--- src/rtl/gpio_port_ctrl.sv ---
// gpio_port_ctrl: register-mapped GPIO port with pad synchronizers, per-line debounce and edge interrupts
//   clk    : single clock, all state on rising edge
//   rst    : asynchronous active-high reset
//   wr_en  : register write strobe
//   rd_en  : register read strobe
//   addr   : register address (0 DATA_OUT, 1 DIR, 2 DATA_IN, 3 IRQ_EN, 4 IRQ_EDGE, 5 IRQ_STAT)
//   wdata  : write data
//   rdata  : registered read data, held between reads
//   gpio_t : pad tristate enable, 1 = hi-Z
//   gpio_o : pad drive value
//   gpio_i : asynchronous pad readback
//   irq    : level interrupt, OR of enabled status bits
module gpio_port_ctrl #(
    parameter int NUM_IO    = 2,
    parameter int DB_CYCLES = 4
) (
    input  logic              clk,
    input  logic              rst,
    input  logic              wr_en,
    input  logic              rd_en,
    input  logic [2:0]        addr,
    input  logic [NUM_IO-1:0] wdata,
    output logic [NUM_IO-1:0] rdata,
    output logic [NUM_IO-1:0] gpio_t,
    output logic [NUM_IO-1:0] gpio_o,
    input  logic [NUM_IO-1:0] gpio_i,
    output logic              irq
);
    localparam logic [7:0] CNT_MAX = 8'(DB_CYCLES - 1);

    logic [NUM_IO-1:0]      data_out_q, data_out_d;
    logic [NUM_IO-1:0]      dir_q, dir_d;
    logic [NUM_IO-1:0]      irq_en_q, irq_en_d;
    logic [NUM_IO-1:0]      irq_edge_q, irq_edge_d;
    logic [NUM_IO-1:0]      irq_stat_q, irq_stat_d;
    logic [NUM_IO-1:0]      rdata_q, rdata_d;
    logic [NUM_IO-1:0]      sync1_q, sync1_d;
    logic [NUM_IO-1:0]      sync2_q, sync2_d;
    logic [NUM_IO-1:0]      stb_q, stb_d;
    logic [NUM_IO-1:0]      stb_hist_q, stb_hist_d;
    logic [NUM_IO-1:0][7:0] cnt_q, cnt_d;
    logic [NUM_IO-1:0]      rd_val, hw_set, sw_clr;

    always_comb begin
        data_out_d = (wr_en && addr == 3'd0) ? wdata : data_out_q;
        dir_d      = (wr_en && addr == 3'd1) ? wdata : dir_q;
        irq_en_d   = (wr_en && addr == 3'd3) ? wdata : irq_en_q;
        irq_edge_d = (wr_en && addr == 3'd4) ? wdata : irq_edge_q;
        // read mux uses pre-write register values, so a same-cycle read sees the old contents
        rd_val = (addr == 3'd0) ? data_out_q :
                 (addr == 3'd1) ? dir_q :
                 (addr == 3'd2) ? stb_q :
                 (addr == 3'd3) ? irq_en_q :
                 (addr == 3'd4) ? irq_edge_q :
                 (addr == 3'd5) ? irq_stat_q : '0;
        rdata_d = rd_en ? rd_val : rdata_q;
        sync1_d = gpio_i;
        sync2_d = sync1_q;
        stb_d   = stb_q;
        cnt_d   = cnt_q;
        // counter tracks consecutive cycles where the synchronized pin disagrees with stb
        for (int i = 0; i < NUM_IO; i++) begin
            stb_d[i] = (sync2_q[i] != stb_q[i] && cnt_q[i] == CNT_MAX) ? sync2_q[i] : stb_q[i];
            cnt_d[i] = (sync2_q[i] == stb_q[i] || cnt_q[i] == CNT_MAX) ? 8'd0 : cnt_q[i] + 8'd1;
        end
        stb_hist_d = stb_q;
        hw_set = (stb_q & ~stb_hist_q & irq_edge_q) | (~stb_q & stb_hist_q & ~irq_edge_q);
        sw_clr = (wr_en && addr == 3'd5) ? wdata : '0;
        // set applied after clear so a simultaneous event is never lost
        irq_stat_d = (irq_stat_q & ~sw_clr) | hw_set;
    end

    always_ff @(posedge clk or posedge rst) begin
        if (rst) begin
            data_out_q <= '0;
            dir_q      <= '0;
            irq_en_q   <= '0;
            irq_edge_q <= '0;
            irq_stat_q <= '0;
            rdata_q    <= '0;
            sync1_q    <= '0;
            sync2_q    <= '0;
            stb_q      <= '0;
            stb_hist_q <= '0;
            cnt_q      <= '0;
        end else begin
            data_out_q <= data_out_d;
            dir_q      <= dir_d;
            irq_en_q   <= irq_en_d;
            irq_edge_q <= irq_edge_d;
            irq_stat_q <= irq_stat_d;
            rdata_q    <= rdata_d;
            sync1_q    <= sync1_d;
            sync2_q    <= sync2_d;
            stb_q      <= stb_d;
            stb_hist_q <= stb_hist_d;
            cnt_q      <= cnt_d;
        end
    end

    assign rdata  = rdata_q;
    assign gpio_o = data_out_q;
    assign gpio_t = ~dir_q;
    assign irq    = |(irq_stat_q & irq_en_q);
endmodule

--- config.mk ---
export PLATFORM = sky130hd
export DESIGN_NAME = gpio_port_ctrl
export DESIGN_NICKNAME = d
export VERILOG_FILES = /design/src/rtl/gpio_port_ctrl.sv
export SDC_FILE = /design/constraint.sdc
export NUM_CORES = 1
export LEC_CHECK = 0
export CAP_MARGIN = 25
export CORE_MARGIN = 2
export CORE_UTILIZATION = 40
export DETAILED_ROUTE_END_ITERATION = 6
export PLACE_DENSITY = 0.63
export SLEW_MARGIN = 5
export SYNTH_ARGS = -nofsm -noshare
export SYNTH_HDL_FRONTEND = slang
export SYNTH_SLANG_ARGS = --single-unit
export TNS_END_PERCENT = 30
--- constraint.sdc ---
create_clock -name clk -period 2 [get_ports clk]
set_clock_uncertainty 0.05 [all_clocks]
set_input_delay 0.4 -clock clk [delete_from_list [all_inputs] [get_ports clk]]
set_output_delay 0.4 -clock clk [all_outputs]
set_load 0.02 [all_outputs]
==> summary.md <==
| Metric | Value |
|---|---|
| Fin. max-slew vios | `0` |
| Post-route setup TNS | `0 ps` |
| Post-synth top area cell | `dfrtp_1` |
| Max-cap violations | `0` |
| Yosys warnings | `0` |
| Crit Path Category | `flip-flop to primary output` |
| Bufs and invs on worst path | `1` |
| Final Util | `0.501` |
| Post-CTS sizing | `0` |
| Post-synth top area share | `0.542` |
| Grt ovf | `0` |
| Top cells by area, synth | `dfrtp_1, mux2_1, nor2_1, nand2_1, a21oi_1` |
| Die area | `0.00469 mm^2` |
| CTS Root Cell | `clkbuf_8` |
| Cells after DPL | `about 230` |
| DRC Markers | `0` |
| Synth cell count leaders | `dfrtp_1, nor2_1, nand2_1` |
| Slowest Stage Delay on Critical Path | `530 ps` |
| Power Density | `1000 mW/mm^2` |
| Peak VDD IR | `460 uV` |
| Die X | `68.5 um` |
| Mean post-synth cell area | `around 10 um^2` |
| Synth Area in Compound Gates | `0.114` |
| CTS buffer count | `5` |
| Via count | `1227` |
| Dpl hpwl | `2260 um` |
| Top-count cell post-synth | `dfrtp_1` |
| Initial detailed-routing violation count | `30` |
| Multi-input gate area | `717 um^2` |
| Sequential cell area | `901 um^2` |
| Min Tclk post-route | `1890 ps` |
| Crit path max-delay family | `buffers and inverters` |
| Post-Syn Area | `approximately 0.0017 mm^2` |
| Nets@finish | `between 150 and 200` |
| Cells after Synth | `159` |
| Starting density of the core | `0.415` |
| Async SR Flop Fraction | `1.00` |
| Synth Area in XOR/XNOR | `0.0422` |
| Largest family of logic cells by synthesized area | `simple AND/OR/NAND/NOR gates` |
| Critical-path cell list | `a22o_1 > clkdlybuf4s50_1` |
| Wire length per cell | `roughly 13 um` |
| CP Launch Type | `flip-flop` |
| Clock Path Buffers | `2` |
| Largest net degree at the start of global routing | `37` |
| Register area share after synthesis | `0.542` |
| Critical path capture point type | `primary output` |
| Final hold vios | `0` |
| Syn nets | `172` |
| I/O pin total | `18` |
| Setup violators final | `0` |
| Fill count | `360` |
| CTS clk-pin slew, worst paths | `70 ps` |
| GRT Overall Usage | `0.158` |
| GP Congestion | `0.774` |
| Die Ht | `between 60 and 70 um` |
| Critical Path Fanout Max | `3` |
| Status | `complete, no violations` |
| H-tree levels | `2` |
| Ant. Diodes | `0` |
| Crit share post-route | `0.944` |
| Layout cells sized above 1 | `0.0811` |
| Initial antenna violation count | `0` |
| Core footprint | `0.00400 mm^2` |
| Clk sinks | `36` |
| Skew-Pair Late Insertion Delay | `between 200 and 300 ps` |
| WP data arrival | `1440 ps` |
| Drt first pass iters | `4` |
| RSZ-0062 raised after global routing | `no` |
| Post-CTS setup buffer count | `0` |
| Global-route wire length before repair | `5330 um` |
| Mux cell area share after synthesis | `0.0648` |
| Leak pwr | `approximately 0.00086 uW` |
| WL final | `2990 um` |
| Post-synth EDFFs | `0` |
| Synth-to-layout area growth | `20.6%` |
| Worst min path class | `flip-flop to flip-flop` |
| Post-synthesis cell type count | `34` |
| Hold buffer count at cts | `0` |
| Synth Register Bits | `36` |
| Layout Cells excl Fill | `235` |
| CP max stage cell | `clkdlybuf4s50_1` |
| Vias in the first global route | `around 1200` |
| Simple-gate portion of the synthesized area | `0.196` |
| Port buffer count | `17` |
| Worst slew pin tran | `482 ps` |
| Dominant synthesized flop cell | `dfrtp_1` |
| Slew HR | `0.674` |
| Num rows | `23` |
| Critical path required time | `1550 ps` |
| Routed vias/inst | `about 5.2` |
| Antenna-violating nets left | `0` |
| Adder-cell share of the synthesized area | `0.0151` |
| Max Fclk | `0.530 GHz` |
| TritonCTS clock tree | `built` |
-- stage by stage --
step	power, uW	setup WS (ps)	hold WS [ps]	cell area, um^2
detailed placement	1510	40.2	286	1910
CTS	2040	94.2	294	2000
floorplan	1320	404	281	1660
global placement	1480	102	283	1910
finish	2010	112	297	2000
global route	2160	48.2	298	2000
-- cells in the final DEF (no fill, tap or decap), types with 3 or more instances in the layout --
master	instances
inv_1	8
mux2_1	6
nor2_1	15
dfrtp_1	36
nand2_1	14
xnor2_1	3
xor2_1	5
o21ai_0	9
o21ai_1	3
or3_1	6
a21oi_1	9
buf_4	4
clkdlybuf4s50_1	17
nand3_1	7
clkbuf_8	6
mux2i_1	4
-- final timing paths --
| kind | startpoint | endpoint | slack [ps] | cells after the start |
|---|---|---|---|---|
| max | irq_stat_q[0]$_DFF_PP0_ | irq | 110 | 2 |
| min | sync1_q[1]$_DFF_PP0_ | sync2_q[1]$_DFF_PP0_ | 300 | 0 |
| max reg2reg | cnt_q[3]$_DFF_PP0_ | stb_hist_d[0]$_DFFE_PP0P_ | 340 | 3 |
| min reg2reg | sync1_q[1]$_DFF_PP0_ | sync2_q[1]$_DFF_PP0_ | 300 | 0 |
| max in group asynchronous | rst | cnt_q[7]$_DFF_PP0_ | 1130 | 3 |
| min in group asynchronous | rst | irq_stat_q[1]$_DFF_PP0_ | 460 | 3 |
-- flip-flops by register name (all words and copies together) (netlist names) --
signal and cells:
dir_q 2, rdata 2, stb_hist_d 2, stb_hist_q 2
sync2_q 2, irq_stat_q 2, sync1_q 2, irq_en_q 2
cnt_q 16, irq_edge_q 2, gpio_o 2
-- per-layer routing --
metal,global-route usage,share of wire
met1,0.195,0.47
met2,0.246,0.47
met3,0.0592,0.038
met4,0.0700,0.017
met5,0,0
-- area by class of cell --
class,count,share of cell area
multi-input cells,112,0.358
clock buffers,6,0.0412
clock inverters,2,0.00500
inverters,8,0.0150
flip-flops and latches,36,0.450
repair buffers,21,0.0999
well taps,50,0.0312
-- cells by family after synthesis --
family                     after synthesis
adders and majority gates                2
AOI/OAI and AO/OA                       31
xor gates and xnor gates                 8
muxes                                   10
and+or+nand+nor                         61
buffers and inverters                   11
DFF                                     36
-- where the power goes --
group	switching [uW]	internal (uW)	leakage (uW)	total (uW)
clock network	244	274	0.0000510	518
logic	252	232	0.000356	484
registers	137	868	0.000454	1000
total	633	1370	0.000861	2010
(Power assumes the default switching activity.)
